--- src/rtl/rc522_spi_responder.sv ---
// SPI mode-0 slave modelling the RC522 register interface: 64x8 register file,
// FIFODataReg byte FIFO at 0x09, FIFOLevelReg at 0x0A and CommandReg observation.
module rc522_spi_responder #(
  parameter int unsigned FIFO_DEPTH  = 8,
  parameter int unsigned SYNC_STAGES = 2
) (
  input  logic                          clk_system,
  input  logic                          reset_system,
  input  logic                          clk_spi,
  input  logic                          cs_n,
  input  logic                          mosi,
  output logic                          miso,
  input  logic                          fifo_wr,
  input  logic [7:0]                    fifo_wdata,
  output logic [$clog2(FIFO_DEPTH):0]   fifo_level,
  output logic                          cmd_strobe,
  output logic [3:0]                    cmd_code
);

  localparam int unsigned PTR_W = $clog2(FIFO_DEPTH);
  localparam int unsigned LVL_W = PTR_W + 1;
  localparam logic [LVL_W-1:0] LVL_FULL  = LVL_W'(FIFO_DEPTH);
  localparam logic [5:0]       ADDR_CMD  = 6'h01;
  localparam logic [5:0]       ADDR_FIFO = 6'h09;
  localparam logic [5:0]       ADDR_LVL  = 6'h0A;

  typedef enum logic [1:0] {IDLE, ADDR, WDATA, RDATA} state_t;

  state_t state, state_next;

  logic [SYNC_STAGES-1:0] cs_sync, sck_sync, mosi_sync;
  logic cs_s, sck_s, mosi_s, cs_prev, sck_prev;
  logic sck_rise_c, sck_fall_c, cs_fall_c;

  logic [2:0] bit_cnt;
  logic [6:0] shift_in;
  logic [7:0] rx_byte_c;
  logic       byte_done_c;
  logic [5:0] addr_q;
  logic [5:0] load_addr_c;
  logic       write_c, load_c, latch_c;

  logic [7:0] regs [64];
  logic [7:0] fifo_mem [FIFO_DEPTH];
  logic [PTR_W-1:0] wr_ptr, rd_ptr;
  logic spi_push_c, spi_push_ok_c, loc_push_ok_c, pop_ok_c, flush_c, cmd_wr_c;
  logic [7:0] rd_data_c;
  logic [6:0] tx_shift;

  // cs_n chain resets low so a transaction already in progress is ignored until cs_n goes high
  always_ff @(posedge clk_system) begin
    if (reset_system) begin
      cs_sync   <= '0;
      sck_sync  <= '0;
      mosi_sync <= '0;
      cs_prev   <= 1'b0;
      sck_prev  <= 1'b0;
    end else begin
      cs_sync   <= {cs_sync[SYNC_STAGES-2:0], cs_n};
      sck_sync  <= {sck_sync[SYNC_STAGES-2:0], clk_spi};
      mosi_sync <= {mosi_sync[SYNC_STAGES-2:0], mosi};
      cs_prev   <= cs_s;
      sck_prev  <= sck_s;
    end
  end

  assign cs_s        = cs_sync[SYNC_STAGES-1];
  assign sck_s       = sck_sync[SYNC_STAGES-1];
  assign mosi_s      = mosi_sync[SYNC_STAGES-1];
  assign sck_rise_c  = sck_s & ~sck_prev;
  assign sck_fall_c  = ~sck_s & sck_prev;
  assign cs_fall_c   = ~cs_s & cs_prev;
  assign rx_byte_c   = {shift_in, mosi_s};
  assign load_addr_c = rx_byte_c[6:1];
  assign byte_done_c = sck_rise_c && !cs_s && (state != IDLE) && (bit_cnt == 3'd7);

  always_ff @(posedge clk_system) begin
    if (reset_system) state <= IDLE;
    else              state <= state_next;
  end

  always_comb begin
    state_next = state;
    if (state != IDLE && cs_s) begin
      state_next = IDLE;
    end else begin
      case (state)
        IDLE:    if (cs_fall_c) state_next = ADDR;
        ADDR:    if (byte_done_c) state_next = rx_byte_c[7] ? RDATA : WDATA;
        default: state_next = state;
      endcase
    end
  end

  always_comb begin
    write_c = 1'b0;
    load_c  = 1'b0;
    latch_c = 1'b0;
    case (state)
      ADDR: begin
        latch_c = byte_done_c;
        load_c  = byte_done_c && rx_byte_c[7];
      end
      WDATA:   write_c = byte_done_c;
      RDATA:   load_c  = byte_done_c;
      default: ;
    endcase
  end

  // bit counter and MOSI shifter; a partial byte is dropped when cs_n rises
  always_ff @(posedge clk_system) begin
    if (reset_system) begin
      bit_cnt  <= '0;
      shift_in <= '0;
      addr_q   <= '0;
    end else begin
      if (state == IDLE || cs_s) begin
        bit_cnt <= '0;
      end else if (sck_rise_c) begin
        bit_cnt  <= bit_cnt + 3'd1;
        shift_in <= {shift_in[5:0], mosi_s};
      end
      if (latch_c) addr_q <= load_addr_c;
    end
  end

  assign spi_push_c    = write_c && (addr_q == ADDR_FIFO);
  assign flush_c       = write_c && (addr_q == ADDR_LVL) && rx_byte_c[7];
  assign cmd_wr_c      = write_c && (addr_q == ADDR_CMD);
  assign pop_ok_c      = load_c && (load_addr_c == ADDR_FIFO) && (fifo_level != '0);
  assign spi_push_ok_c = spi_push_c && (fifo_level < LVL_FULL);
  assign loc_push_ok_c = fifo_wr && !flush_c &&
                         (((fifo_level + LVL_W'(spi_push_ok_c)) < LVL_FULL) || pop_ok_c);

  always_ff @(posedge clk_system) begin
    if (reset_system) begin
      for (int i = 0; i < 64; i++) regs[i] <= '0;
    end else if (write_c && addr_q != ADDR_FIFO) begin
      regs[addr_q] <= rx_byte_c;
    end
  end

  always_ff @(posedge clk_system) begin
    if (reset_system) begin
      cmd_strobe <= 1'b0;
      cmd_code   <= '0;
    end else begin
      cmd_strobe <= cmd_wr_c;
      if (cmd_wr_c) cmd_code <= rx_byte_c[3:0];
    end
  end

  // SPI push lands first; a same-cycle local push takes the following slot
  always_ff @(posedge clk_system) begin
    if (spi_push_ok_c) fifo_mem[wr_ptr] <= rx_byte_c;
    if (loc_push_ok_c) fifo_mem[wr_ptr + PTR_W'(spi_push_ok_c)] <= fifo_wdata;
  end

  always_ff @(posedge clk_system) begin
    if (reset_system || flush_c) begin
      wr_ptr     <= '0;
      rd_ptr     <= '0;
      fifo_level <= '0;
    end else begin
      wr_ptr     <= wr_ptr + PTR_W'(spi_push_ok_c) + PTR_W'(loc_push_ok_c);
      rd_ptr     <= rd_ptr + PTR_W'(pop_ok_c);
      fifo_level <= fifo_level + LVL_W'(spi_push_ok_c) + LVL_W'(loc_push_ok_c)
                    - LVL_W'(pop_ok_c);
    end
  end

  always_comb begin
    rd_data_c = regs[load_addr_c];
    if (load_addr_c == ADDR_FIFO)     rd_data_c = pop_ok_c ? fifo_mem[rd_ptr] : 8'h00;
    else if (load_addr_c == ADDR_LVL) rd_data_c = 8'(fifo_level);
  end

  // MSB goes out at load; the falling edge that closes a byte (bit_cnt==0) must not shift
  always_ff @(posedge clk_system) begin
    if (reset_system) begin
      miso     <= 1'b0;
      tx_shift <= '0;
    end else if (load_c) begin
      miso     <= rd_data_c[7];
      tx_shift <= rd_data_c[6:0];
    end else if (cs_s || state != RDATA) begin
      miso     <= 1'b0;
      tx_shift <= '0;
    end else if (sck_fall_c && bit_cnt != 3'd0) begin
      miso     <= tx_shift[6];
      tx_shift <= {tx_shift[5:0], 1'b0};
    end
  end

endmodule
--- config.mk ---
export PLATFORM = sky130hd
export DESIGN_NAME = rc522_spi_responder
export DESIGN_NICKNAME = d
export VERILOG_FILES = /design/src/rtl/rc522_spi_responder.sv
export SDC_FILE = /design/constraint.sdc
export NUM_CORES = 1
export LEC_CHECK = 0
export ABC_AREA = 1
export CAP_MARGIN = 0
export CORE_MARGIN = 5
export CORE_UTILIZATION = 65
export DETAILED_ROUTE_END_ITERATION = 10
export PLACE_DENSITY_LB_ADDON = 0.25
export SYNTH_ARGS = -nofsm -noshare
export SYNTH_HDL_FRONTEND = slang
export SYNTH_SLANG_ARGS = --single-unit
--- constraint.sdc ---
create_clock -name clk_system -period 9.1 [get_ports clk_system]
set_input_delay 1.82 -clock clk_system [delete_from_list [all_inputs] [get_ports clk_system]]
set_output_delay 1.82 -clock clk_system [all_outputs]
set_load 0.05 [all_outputs]
==> summary.md <==
| Metric | Value |
|---|---|
| Vias | `22144` |
| Pre-antenna DRT Iters | `6` |
| Post-route insts no fill | `3641` |
| CP startpoint kind | `primary input` |
| Clk root buf | `clkbuf_16` |
| CTS tree | `built` |
| Area of the multi-input gates | `9348 um^2` |
| Register share of total power | `53.1%` |
| Synth top area cells | `edfxtp_1 60%, nand2_1 12%, nand3_1 7.9%` |
| Final min period | `4932 ps` |
| Layout fillers | `3175` |
| Power share of the clock group | `41.8%` |
| Largest net degree at the start of global routing | `158` |
| Setup crit end kind | `register` |
| Antenna Nets Post-Route | `0` |
| Worst Path Required | `9350 ps` |
| Area of the mapped netlist | `28770 um^2` |
| Peak supply drop | `0.1448 mV` |
| Global-route usage over all layers | `31.41%` |
| Hold Crit Depth | `2` |
| Leak | `11.11 nW` |
| Sw Share | `21.93%` |
| R2R depth | `13` |
| DP Cell Count | `3522` |
| Post-CTS Resized | `0` |
| Total CTS buffers | `67` |
| Clock Path Buffers | `3` |
| Crit path max fanout | `32` |
| Crit path DAT | `5180 ps` |
| Cts-stage hold buffer count | `0` |
| Initial core utilization | `65.34%` |
| # IOs | `24` |
| Max-slew headroom | `10.90%` |
| # Post-CTS Setup Buffers | `0` |
| H-tree levels | `3` |
| Core ar. | `44030 um^2` |
| Unrepaired setup endpoints after global routing | `no` |
| Sw power | `1.384 mW` |
| Share of cells above drive strength 1 | `5.313%` |
| PD cells | `201.1 nW/um^2` |
| Critical Path Max Stage Delay | `770 ps` |
| Post-DP HPWL | `45840 um` |
| Synth top area share | `60.13%` |
| TNS Setup | `0 ps` |
| Worst Skew | `19.47 ps` |
| Max frequency | `0.2028 GHz` |
| Classification of the worst-slack hold path | `reg2reg` |
| Die Y-Extent | `220.4 um` |
| FP Rows | `77` |
| Syn-to-layout area delta | `9.099%` |
| Yosys top cell by area | `edfxtp_1` |
| Final Cycle Share | `54.20%` |
| Placement Setup Slack | `3702 ps` |
| Syn. warnings | `0` |
| Die area | `48570 um^2` |
| Vias in the first global route | `21386` |
| Worst setup margin | `4168 ps` |
| Status | `finished, final reports clean` |
| Vias per cell | `6.082` |
| Combinational share of power | `5.0%` |
| Post-synthesis cell type count | `36` |
| Total grt overflow | `0` |
| Drc violations | `0` |
| Avg Cell Area, Syn | `9.364 um^2` |
| Maxcap violations | `0` |
| Final Hold Vio Count | `0` |
| Total clock sinks | `631` |
| First-pass GRT wire length | `116300 um` |
| DRT iter0 DRCs | `3408` |
| Clk_lat worst skew | `610 ps` |
| Final setup fails | `0` |
| Seq cells post-synth | `631` |
| DIE WIDTH | `220.4 um` |
| Cells after Synth | `3072` |
| WL/cell | `20.80 um` |
| Final #Nets | `3028` |
| Worst Tran Pin Value | `1335 ps` |
| Crit Path Category | `in2reg` |
| Number of port buffers | `23` |
| Initial antenna violation count | `0` |
| Int Pwr | `4.927 mW` |
| Post-Route WL | `75730 um` |
| Fin. max-slew vios | `0` |
| Post-layout util | `71.28%` |
| CP max-delay cell | `nor2_1` |
| GPL Wtd Cong | `0.9192` |
| CP cell instances | `clkdlybuf4s50_1 -> buf_4 -> clkinv_2 -> nand2_1 -> nor2_1 -> nand2_1 -> nor2_1 -> nand2_1 -> nand2_1` |
| Storage cell area | `18410 um^2` |
| Antenna cells | `0` |
| Seq/Total Area, Yosys | `63.95%` |
| Most used cell, CP | `nand2_1` |
| Clk slew on worst S/H paths | `60 ps` |
## critical path: cells and delay by family
kind | cells | cell delay (ps)
AND/OR/NAND/NOR | 6 | 2150
buffers and inverters | 3 | 1190
## Yosys cell counts (all sizes together)
cell / instances
nand2: 915
edfxtp: 576
nor2: 550
nand3: 456
clkbuf: 180
o21ai: 108
inv: 72
dfxtp: 55
a21oi: 52
buf: 25
nor3: 16
ha: 14
nand4: 11
a32o: 9
a32oi: 7
clkinv: 5
o211ai: 5
xor2: 5
nor4: 3
xnor2: 2
a31oi: 1
and3: 1
conb: 1
fa: 1
nand3b: 1
or2: 1
## state kept, by name, summed over array words and instances, names as in the netlist, 3 cells and up, named ones only
signal      flops
addr_q          6
cmd_code        4
fifo_mem       64
shift_in        7
tx_shift        7
rd_ptr          3
bit_cnt         3
fifo_level      4
wr_ptr          3
regs          512
## path summary, 6_finish.rpt
check,startpoint,to,slack [ps]
worst max-delay path,reset_system,regs[62][0],4170
worst min-delay path,sck_sync[0],sck_sync[1],410
worst max register to register,state[0],fifo_mem[0][5],4300
worst min register to register,sck_sync[0],sck_sync[1],410
## area by class of cell
class | instances | share of cell area (%)
Sequential cell | 631 | 58.65
Tap cell | 592 | 2.360
Clock buffer | 82 | 5.653
Multi-Input combinational cell | 2166 | 29.78
Timing Repair Buffer | 56 | 1.523
Clock inverter | 37 | 1.084
Inverter | 77 | 0.9488
## layer usage
layer	wire length, um	track usage (%)	part of all wire (%)	up-vias
li1	-	-	-	10201
met1	27670	42.29	37	10292
met2	35680	50.15	47	1411
met3	9149	6.471	12	240
met4	3234	13.94	4.3	0
met5	0	0	0	-
## kinds of logic (layout without fill, tap and decap cells)
family	after synthesis	after routing	synth area share, %
and+or+nand+nor	1954	1954	27.91
DFF	631	631	63.95
buffers and inverters	282	252	3.719
AOI/OAI and AO/OA	182	182	3.519
adders and majority gates	15	15	0.6785
xor gates and xnor gates	7	7	0.2131
other	1	8	0.01304
## cell usage in the layout (no fill, tap or decap), drive strengths merged, types with 7 or more instances in the layout
cell type	Yosys	routed
a32oi	7	7
ha	14	14
nand4	11	11
conb	1	8
nor2	550	550
inv	72	76
clkdlybuf4s50	0	23
nand2	915	915
nor3	16	16
clkinv	5	31
dfxtp	55	55
a32o	9	9
o21ai	108	108
nand3	456	456
edfxtp	576	576
a21oi	52	52
clkbuf	180	82
buf	25	33
## through the flow
| stage | hold WS, ps | area, um^2 | power (mW) |
|---|---|---|---|
| finish | 413.5 | 31390 | 6.312 |
| global route | 435.7 | 31390 | 6.505 |
| CTS | 414.4 | 31390 | 6.323 |
| detailed placement | 406.9 | 29270 | 3.723 |
| global placement | 395.2 | 29270 | 3.709 |
| floorplan | 388.3 | 28790 | 3.613 |
## power groups by stage
stage               logic [mW]  clock network [mW]  registers (mW)
detailed placement       0.312                   0            3.41
CTS                      0.315                2.66            3.35
finish                   0.319                2.64            3.35
global placement         0.301                   0            3.41
floorplan                0.208                   0            3.41
global route             0.351                2.79            3.36
Note: power is estimated with default switching activity, not from simulation.
